<file path="src/rtl/mem_wb_pkg.sv">
// Shared types for the MEM->WB pipeline stage: default payload layout and skid-buffer states.
package mem_wb_pkg;

  localparam int unsigned DataW    = 32;
  localparam int unsigned RegAddrW = 5;

  typedef struct packed {
    logic [DataW-1:0]    data_mem;
    logic [DataW-1:0]    alu;
    logic [RegAddrW-1:0] reg_addr;
    logic                memtoreg;
    logic                regwrite;
  } mem_wb_payload_t;

  localparam int unsigned PayloadW = $bits(mem_wb_payload_t);

  typedef enum logic [1:0] {
    EMPTY,
    ONE,
    FULL
  } skid_state_t;

endpackage

</file>
<file path="src/rtl/mem_wb_skid_buf.sv">
// Generic 2-entry skid buffer with registered ready/valid and synchronous flush.
module mem_wb_skid_buf
  import mem_wb_pkg::*;
#(
  parameter int unsigned PAYLOAD_W = PayloadW
) (
  input  logic                 clk,
  input  logic                 rst_n,
  input  logic                 flush,
  input  logic                 in_valid,
  output logic                 in_ready,
  input  logic [PAYLOAD_W-1:0] in_data,
  output logic                 out_valid,
  input  logic                 out_ready,
  output logic [PAYLOAD_W-1:0] out_data
);

  skid_state_t          state_q;
  logic [PAYLOAD_W-1:0] main_q;
  logic [PAYLOAD_W-1:0] skid_q;
  logic                 in_ready_q;
  logic                 out_valid_q;
  logic                 accept;
  logic                 pop;

  always_comb begin
    accept = in_valid & in_ready_q;
    pop    = out_valid_q & out_ready;
  end

  // in_ready/out_valid are registered alongside the state so neither depends on the far side.
  always_ff @(posedge clk or negedge rst_n) begin
    if (!rst_n) begin
      state_q     <= EMPTY;
      main_q      <= '0;
      skid_q      <= '0;
      in_ready_q  <= 1'b1;
      out_valid_q <= 1'b0;
    end else if (flush) begin
      state_q     <= EMPTY;
      in_ready_q  <= 1'b1;
      out_valid_q <= 1'b0;
    end else begin
      unique case (state_q)
        EMPTY: begin
          if (accept) begin
            main_q      <= in_data;
            state_q     <= ONE;
            out_valid_q <= 1'b1;
          end
        end
        ONE: begin
          if (accept && !pop) begin
            skid_q     <= in_data;
            state_q    <= FULL;
            in_ready_q <= 1'b0;
          end else if (pop && !accept) begin
            state_q     <= EMPTY;
            out_valid_q <= 1'b0;
          end else if (accept && pop) begin
            main_q <= in_data;
          end
        end
        FULL: begin
          if (pop) begin
            main_q     <= skid_q;
            state_q    <= ONE;
            in_ready_q <= 1'b1;
          end
        end
        default: begin
          state_q     <= EMPTY;
          in_ready_q  <= 1'b1;
          out_valid_q <= 1'b0;
        end
      endcase
    end
  end

  assign in_ready  = in_ready_q;
  assign out_valid = out_valid_q;
  assign out_data  = main_q;

endmodule

</file>
<file path="src/rtl/mem_wb_pipe.sv">
// Elastic MEM->WB stage: skid-buffered payload, write-back mux, x0 gating, forwarding.
// Define MEM_WB_PERF_EN to add saturating perf_retired/perf_stall counters.
module mem_wb_pipe
  import mem_wb_pkg::*;
#(
  parameter int unsigned DATA_W     = DataW,
  parameter int unsigned REG_ADDR_W = RegAddrW,
  parameter int unsigned CNT_W      = 32
) (
  input  logic                  clk,
  input  logic                  rst_n,
  input  logic                  flush,
  input  logic                  in_valid,
  output logic                  in_ready,
  input  logic [DATA_W-1:0]     in_data_mem,
  input  logic [DATA_W-1:0]     in_alu,
  input  logic [REG_ADDR_W-1:0] in_reg_addr,
  input  logic                  in_memtoreg,
  input  logic                  in_regwrite,
  output logic                  out_valid,
  input  logic                  out_ready,
  output logic [DATA_W-1:0]     out_wdata,
  output logic [REG_ADDR_W-1:0] out_reg_addr,
  output logic                  out_regwrite,
  output logic                  fwd_valid,
  output logic [REG_ADDR_W-1:0] fwd_reg_addr,
  output logic [DATA_W-1:0]     fwd_wdata
`ifdef MEM_WB_PERF_EN
  ,
  output logic [CNT_W-1:0]      perf_retired,
  output logic [CNT_W-1:0]      perf_stall
`endif
);

  // Same field order as mem_wb_payload_t, but sized by this instance's parameters.
  localparam int unsigned PAYLOAD_W = 2 * DATA_W + REG_ADDR_W + 2;

  logic [PAYLOAD_W-1:0]  in_payload;
  logic [PAYLOAD_W-1:0]  head_payload;
  logic [DATA_W-1:0]     head_data_mem;
  logic [DATA_W-1:0]     head_alu;
  logic [REG_ADDR_W-1:0] head_reg_addr;
  logic                  head_memtoreg;
  logic                  head_regwrite;

  assign in_payload = {in_data_mem, in_alu, in_reg_addr, in_memtoreg, in_regwrite};
  assign {head_data_mem, head_alu, head_reg_addr, head_memtoreg, head_regwrite} = head_payload;

  mem_wb_skid_buf #(
    .PAYLOAD_W(PAYLOAD_W)
  ) u_skid_buf (
    .clk      (clk),
    .rst_n    (rst_n),
    .flush    (flush),
    .in_valid (in_valid),
    .in_ready (in_ready),
    .in_data  (in_payload),
    .out_valid(out_valid),
    .out_ready(out_ready),
    .out_data (head_payload)
  );

  always_comb begin
    out_wdata    = head_memtoreg ? head_data_mem : head_alu;
    out_reg_addr = head_reg_addr;
    out_regwrite = head_regwrite & out_valid & (head_reg_addr != '0);
    fwd_valid    = out_valid & out_regwrite;
    fwd_reg_addr = out_reg_addr;
    fwd_wdata    = out_wdata;
  end

`ifdef MEM_WB_PERF_EN
  localparam logic [CNT_W-1:0] CntOne = {{(CNT_W-1){1'b0}}, 1'b1};

  logic [CNT_W-1:0] retired_q;
  logic [CNT_W-1:0] stall_q;

  // A pop in a flush cycle still retires the head, so flush is deliberately not a term here.
  always_ff @(posedge clk or negedge rst_n) begin
    if (!rst_n) begin
      retired_q <= '0;
      stall_q   <= '0;
    end else begin
      if (out_valid && out_ready && out_regwrite && !(&retired_q)) begin
        retired_q <= retired_q + CntOne;
      end
      if (out_valid && !out_ready && !(&stall_q)) begin
        stall_q <= stall_q + CntOne;
      end
    end
  end

  assign perf_retired = retired_q;
  assign perf_stall   = stall_q;
`endif

endmodule

</file>
<file path="config.mk">
export PLATFORM = sky130hd
export DESIGN_NAME = mem_wb_pipe
export DESIGN_NICKNAME = d
export VERILOG_FILES = /design/src/rtl/mem_wb_pkg.sv /design/src/rtl/mem_wb_skid_buf.sv /design/src/rtl/mem_wb_pipe.sv
export SDC_FILE = /design/constraint.sdc
export NUM_CORES = 1
export LEC_CHECK = 0
export CAP_MARGIN = 20
export CORE_MARGIN = 2
export CORE_UTILIZATION = 51
export CTS_CLUSTER_SIZE = 16
export DETAILED_ROUTE_END_ITERATION = 8
export PLACE_DENSITY = 0.8
export SLEW_MARGIN = 20
export SYNTH_ARGS = -nofsm -noshare
export SYNTH_HDL_FRONTEND = slang
export SYNTH_SLANG_ARGS = --single-unit
</file>
<file path="constraint.sdc">
create_clock -name clk -period 2.5 [get_ports clk]
set_input_delay 0.25 -clock clk [delete_from_list [all_inputs] [get_ports clk]]
set_output_delay 0.25 -clock clk [all_outputs]
set_load 0.005 [all_outputs]
</file>
After elaboration in Yosys (flattened, before gate mapping). Cells that the tools add are included.

Multiplexer cells: 22. Equality and inequality tests: 15. Reduce and logical (&&, ||, !) cells: 13. Bitwise operators: 6.

Operators with widths (number): $mux 71 (5); $pmux 71 s3 (1); $mux 32 (1); $ne 3x2->1 const B (4); $mux 2 (5); $reduce_and 3->1 (3); $ne 2x2->1 const B (4); $mux 1 (7); $reduce_and 7->1 (1); $ne 2x1->1 const B (3); $pmux 1 s3 (2); $pmux 2 s3 (1); $and 1x1->1 (5); $reduce_bool 5->1 (1); $ne 4x2->1 const B (1); $reduce_and 4->1 (1); $logic_and 1x1->1 (3); $ne 3x3->1 const B (1); $reduce_bool 3->1 (1); $eq 2x1->1 const B (1); $eq 2x2->1 const B (1); $logic_not 1->1 (2); $logic_not 2->1 (1); $not 1->1 (1).

Word-level logic and storage cells: 61. Output and inout bits: 78. Register bits after elaboration: 146. Input port bits: 76.

Longest topological paths before layout.
Depth in word-level cells: 7. Depth in mapped cells: 8. Depth with buffers taken out: 7.

Modules after synthesis. A second synthesis with hierarchy kept.

Cells, all modules: 483. Area, all modules: 7145.6 sq um.

Modules (own cells, without submodules): mem_wb_skid_buf (cells an instance 407, area each 6442.4 sq um, times used 1, seq. area each 3654.8 sq um); mem_wb_pipe (cells an instance 76, area each 703.2 sq um, times used 1, seq. area each 0.0 sq um).

Least setup slack after synthesis. No wires, ideal clock.

Kind: reg2reg. Start point: register u_skid_buf.in_ready_q (netlist: u_skid_buf.in_ready). End point: register u_skid_buf.main_q[0] (netlist: u_skid_buf.out_data[0]). Stages on the path, launching flop included: 8. Clock period less this slack: 1.926 ns. Buffers on the path: 1. Data arrival time: 1.798 ns. Library setup time: 0.127 ns. Required time: 2.373 ns. Setup slack: 0.574 ns. Cell sequence: dfstp_2 -> nand2_1 -> ha_1 -> nand2b_1 -> o21ai_1 -> nand3_4 -> buf_6 -> mux2_1.

Cells in the longest elaborated chain, start to end: 5. Elaborated cells between the ends (all ways): 10. Those cells by class: 4 x eq/ne; 1 x bitwise; 5 x reduce/logical.

RTL lines: start: declaration (line mem_wb_skid_buf.sv:21) `logic in_ready_q;`; start signal: assignment (line mem_wb_skid_buf.sv:37) `in_ready_q <= 1'b1;`; start signal: assignment (line mem_wb_skid_buf.sv:41) `in_ready_q <= 1'b1;`; start signal: assignment (line mem_wb_skid_buf.sv:56) `in_ready_q <= 1'b0;`; $and 1x1->1 * (line mem_wb_skid_buf.sv:27) `accept = in_valid & in_ready_q;`; $logic_not 1->1 (line mem_wb_skid_buf.sv:57) `end else if (pop && !accept) begin`; $logic_and 1x1->1 (line mem_wb_skid_buf.sv:57); $ne 2x2->1 (no line); $reduce_and 7->1 (no line) *; end signal: assignment (line mem_wb_skid_buf.sv:47) `main_q <= in_data;`; end signal: assignment (line mem_wb_skid_buf.sv:61) `main_q <= in_data;`; end signal: assignment (line mem_wb_skid_buf.sv:66) `main_q <= skid_q;`; end: declaration (line mem_wb_skid_buf.sv:19) `logic [PAYLOAD_W-1:0] main_q;`.

Every way passes the cells marked *; elsewhere a longest branch is shown, timed or not. A chain may end at the register's enable or synchronous reset.

Worst setup path in the final report.
Start point: register u_skid_buf.main_q[1] (netlist: u_skid_buf.out_data[1]). End point: output fwd_wdata[1].

Cells in the longest elaborated chain, start to end: 1.

RTL lines: $mux 32 (line mem_wb_pipe.sv:64) `out_wdata = head_memtoreg ? head_data_mem : head_alu;`; end: declaration (line mem_wb_pipe.sv:27) `output logic [DATA_W-1:0] fwd_wdata`.

Every way passes these cells.

==> impl_metrics.env <==
export IMPL_drt_iter0_markers=192
export IMPL_grtUsageMet3_pct=5.858
export IMPL_portBuffers=153
export IMPL_hold_viol_final=0
export IMPL_yosys_area_top_type="dfrtp_1"
export IMPL_ctsResizeCount=0
export IMPL_arrival_ps=2160
export IMPL_clock_fmax_mhz=415.1
export IMPL_yosysWarningCount=0
export IMPL_cts_root_buf="clkbuf_16"
export IMPL_die_w_um=123.0
export IMPL_wl_per_cell_um=17.58
export IMPL_final_fill_count=998
export IMPL_drv_cap=0
export IMPL_rrSetupSlack_ps=270
export IMPL_drt_drc_violations_left=0
export IMPL_area_growth_pct=27.46
export IMPL_busiest_layer="met2"
export IMPL_r2r_end="u_skid_buf.skid_q[20]"
export IMPL_finClkSkew_ps=13.04
export IMPL_syn_area_mm2=0.007227
export IMPL_vias_per_cell=5.258
export IMPL_routed_wl_mm=14.15
export IMPL_ant_nets=0
export IMPL_endpoint_kind="output pin"
export IMPL_cts_tree="built"
export IMPL_max_slew_margin_pct=69.05
export IMPL_worstPathMaxFanout=20
export IMPL_start_util_pct=52.06
export IMPL_vias=4233
export IMPL_clock_path_buffers=2
export IMPL_synth_top_area_share_pct=50.21
export IMPL_io_pins=154
export IMPL_fin_crit_ps=2409
export IMPL_grt_pass1_wl_mm=22.34
export IMPL_firstDrtPassIters=4
export IMPL_dp_hpwl_mm=9.458
export IMPL_synth_cells=498
export IMPL_clock_sinks=146
export IMPL_path_clk_slew_ps=60
export IMPL_fin_crit_sh_pct=96.35
export IMPL_worstSkewPairLatency_ps=420
export IMPL_layout_nets=693
export IMPL_synth_distinct_cells=28
export IMPL_yosysSeqAreaShare_pct=50.57
export IMPL_htreeDepth=4
export IMPL_syn_num_nets=578
export IMPL_place_congestion=0.8183
export IMPL_grtUsageMet2_pct=32.77
export IMPL_instances_no_fill=805
export IMPL_cts_buffers=17
export IMPL_synth_area_top_cells="dfrtp_1 50%, mux2_1 22%, mux2_2 16%"
export IMPL_ctsHoldBuffers=1
export IMPL_fin_util_pct=66.36
export IMPL_rows=43
export IMPL_outcome="completed"
export IMPL_antenna_found_initial=0
export IMPL_postCtsSetupRepairBufs=0
export IMPL_setup_viol=0
export IMPL_crit_type="reg -> out"
export IMPL_grt_max_degree=49
export IMPL_p_leak_nw=3.843
export IMPL_grt_pass1_vias=4515
export IMPL_hold_path_class="in -> async"
export IMPL_avgSynthCellArea_um2=14.51
export IMPL_slew_viol_final=0
export IMPL_ir_worst_vdd_uv=595.4
export IMPL_gr_total_overflow=0
export IMPL_dp_cells=773
export IMPL_rr_worst_depth=7
export IMPL_startpoint_type="flop"
export IMPL_die_h_um=123.0
export IMPL_grt_setup_unrepaired="no"
export IMPL_power_density_mw_per_mm2=1095
export IMPL_timing_rr_start="u_skid_buf.in_ready"
export IMPL_core_mm2=0.01388
export IMPL_ys_seq_elements=146
export IMPL_tightest_slew_ps=463.3
export IMPL_cp_required_ps=2250
export IMPL_use_met1_pct=23.88
export IMPL_tns_ps=0
export IMPL_drive_gt1_share_pct=23.88
export IMPL_dieArea_mm2=0.01514
export IMPL_globalRouteTotalUtil_pct=19.53
cell families (layout without fill, tap and decap cells):
family / count (synthesis) / in the layout / synth area share [%]
mux: 245 / 245 / 38.18
flops: 146 / 146 / 50.57
buf+inv: 74 / 200 / 7.964
simple gates: 17 / 17 / 1.454
compound gates: 12 / 12 / 1.143
fa+ha+maj: 4 / 4 / 0.6925
other cells: 0 / 1 / 0
metrics by stage:
stage                     area, um2  worst slack (ps)  hold slack, ps  total power, W
after global routing           9209             28.40           347.9         0.01067
after floorplan                7227             574.3          -45.59        0.006095
after CTS                      9209             49.69           320.5         0.01020
final                          9211             91.14           302.8         0.01008
after global placement         8613             201.3           205.5        0.007473
after detailed placement       8613             97.07           207.2        0.007665
power by group:
part / internal (W) / switching, W / total [W]
logic: 0.00244 / 0.00115 / 0.00359
registers: 0.00343 / 0.000584 / 0.00401
clock network: 0.00157 / 0.000912 / 0.00248
cells in the final DEF (no fill, tap or decap), types with 5 or more instances in the layout:
cell type and instances:
nor2_1 5, buf_12 7, mux2_1 143, mux2_2 102, clkdlybuf4s50_1 152, dfrtp_1 144
clkbuf_16 17, inv_1 5, clkbuf_8 8
flip-flops by register name (all words and copies together), names as in the netlist:
register,cells
u_skid_buf.out_data,71
u_skid_buf.skid_q,71
u_skid_buf.state_q,2
u_skid_buf.in_ready,1
u_skid_buf.out_valid,1
synthesized netlist by cell type:
| cell type | instances |
|---|---|
| o21bai_1 | 1 |
| nor3b_2 | 1 |
| nand3_4 | 1 |
| inv_1 | 5 |
| buf_6 | 15 |
| nor3_1 | 1 |
| dfstp_2 | 1 |
| clkbuf_1 | 4 |
| a32oi_1 | 1 |
| mux2_1 | 143 |
| nand3b_1 | 1 |
| mux2_2 | 102 |
| buf_2 | 1 |
| nand3_1 | 1 |
| nand2_1 | 3 |
| a21oi_2 | 1 |
| nor2b_2 | 1 |
| a21oi_1 | 4 |
| nand2b_1 | 1 |
| o21ai_1 | 2 |
| nor2_1 | 5 |
| or3_1 | 1 |
| a211oi_1 | 1 |
| buf_4 | 49 |
| nor2b_1 | 1 |
| o311a_1 | 2 |
| ha_1 | 4 |
| dfrtp_1 | 145 |
cell type report:
cell class | count | area (um2) | share of cell area, %
sequential | 146 | 3656 | 39.69
multi-input combinational | 278 | 3010 | 32.68
timing repair buffer | 165 | 1713 | 18.60
clock buffer | 27 | 543.0 | 5.895
tap | 180 | 225.2 | 2.445
clock inverter | 3 | 42.54 | 0.4618
inverter | 5 | 18.77 | 0.2037
antenna | 1 | 2.502 | 0.02717
critical path, stage by stage (launching register included):
cell             delay [ps]
dfrtp_2                 620
buf_12                  250
mux2_2                  380
clkdlybuf4s50_1         470
per-layer routing:
metal / vias to the layer above / share of wire [%]
li1: 1955 / -
met3: 14 / 5.3
met4: 0 / 1.3
met2: 106 / 50
met1: 2158 / 43
met5: - / 0
worst max path at each step:
stage                           start                endpoint  slack, ps  cells after the start
3_5_place_dp                 in_valid   u_skid_buf.skid_q[20]        100                      8
3_3_place_gp                 in_valid   u_skid_buf.skid_q[55]        200                      8
5_1_grt        u_skid_buf.out_data[1]            fwd_wdata[1]         30                      3
2_1_floorplan     u_skid_buf.in_ready  u_skid_buf.out_data[0]        570                      7
4_1_cts        u_skid_buf.out_data[1]            fwd_wdata[1]         50                      3
6_report       u_skid_buf.out_data[1]            fwd_wdata[1]         90                      3
No activity file was read; power rests on OpenSTA's default activity.
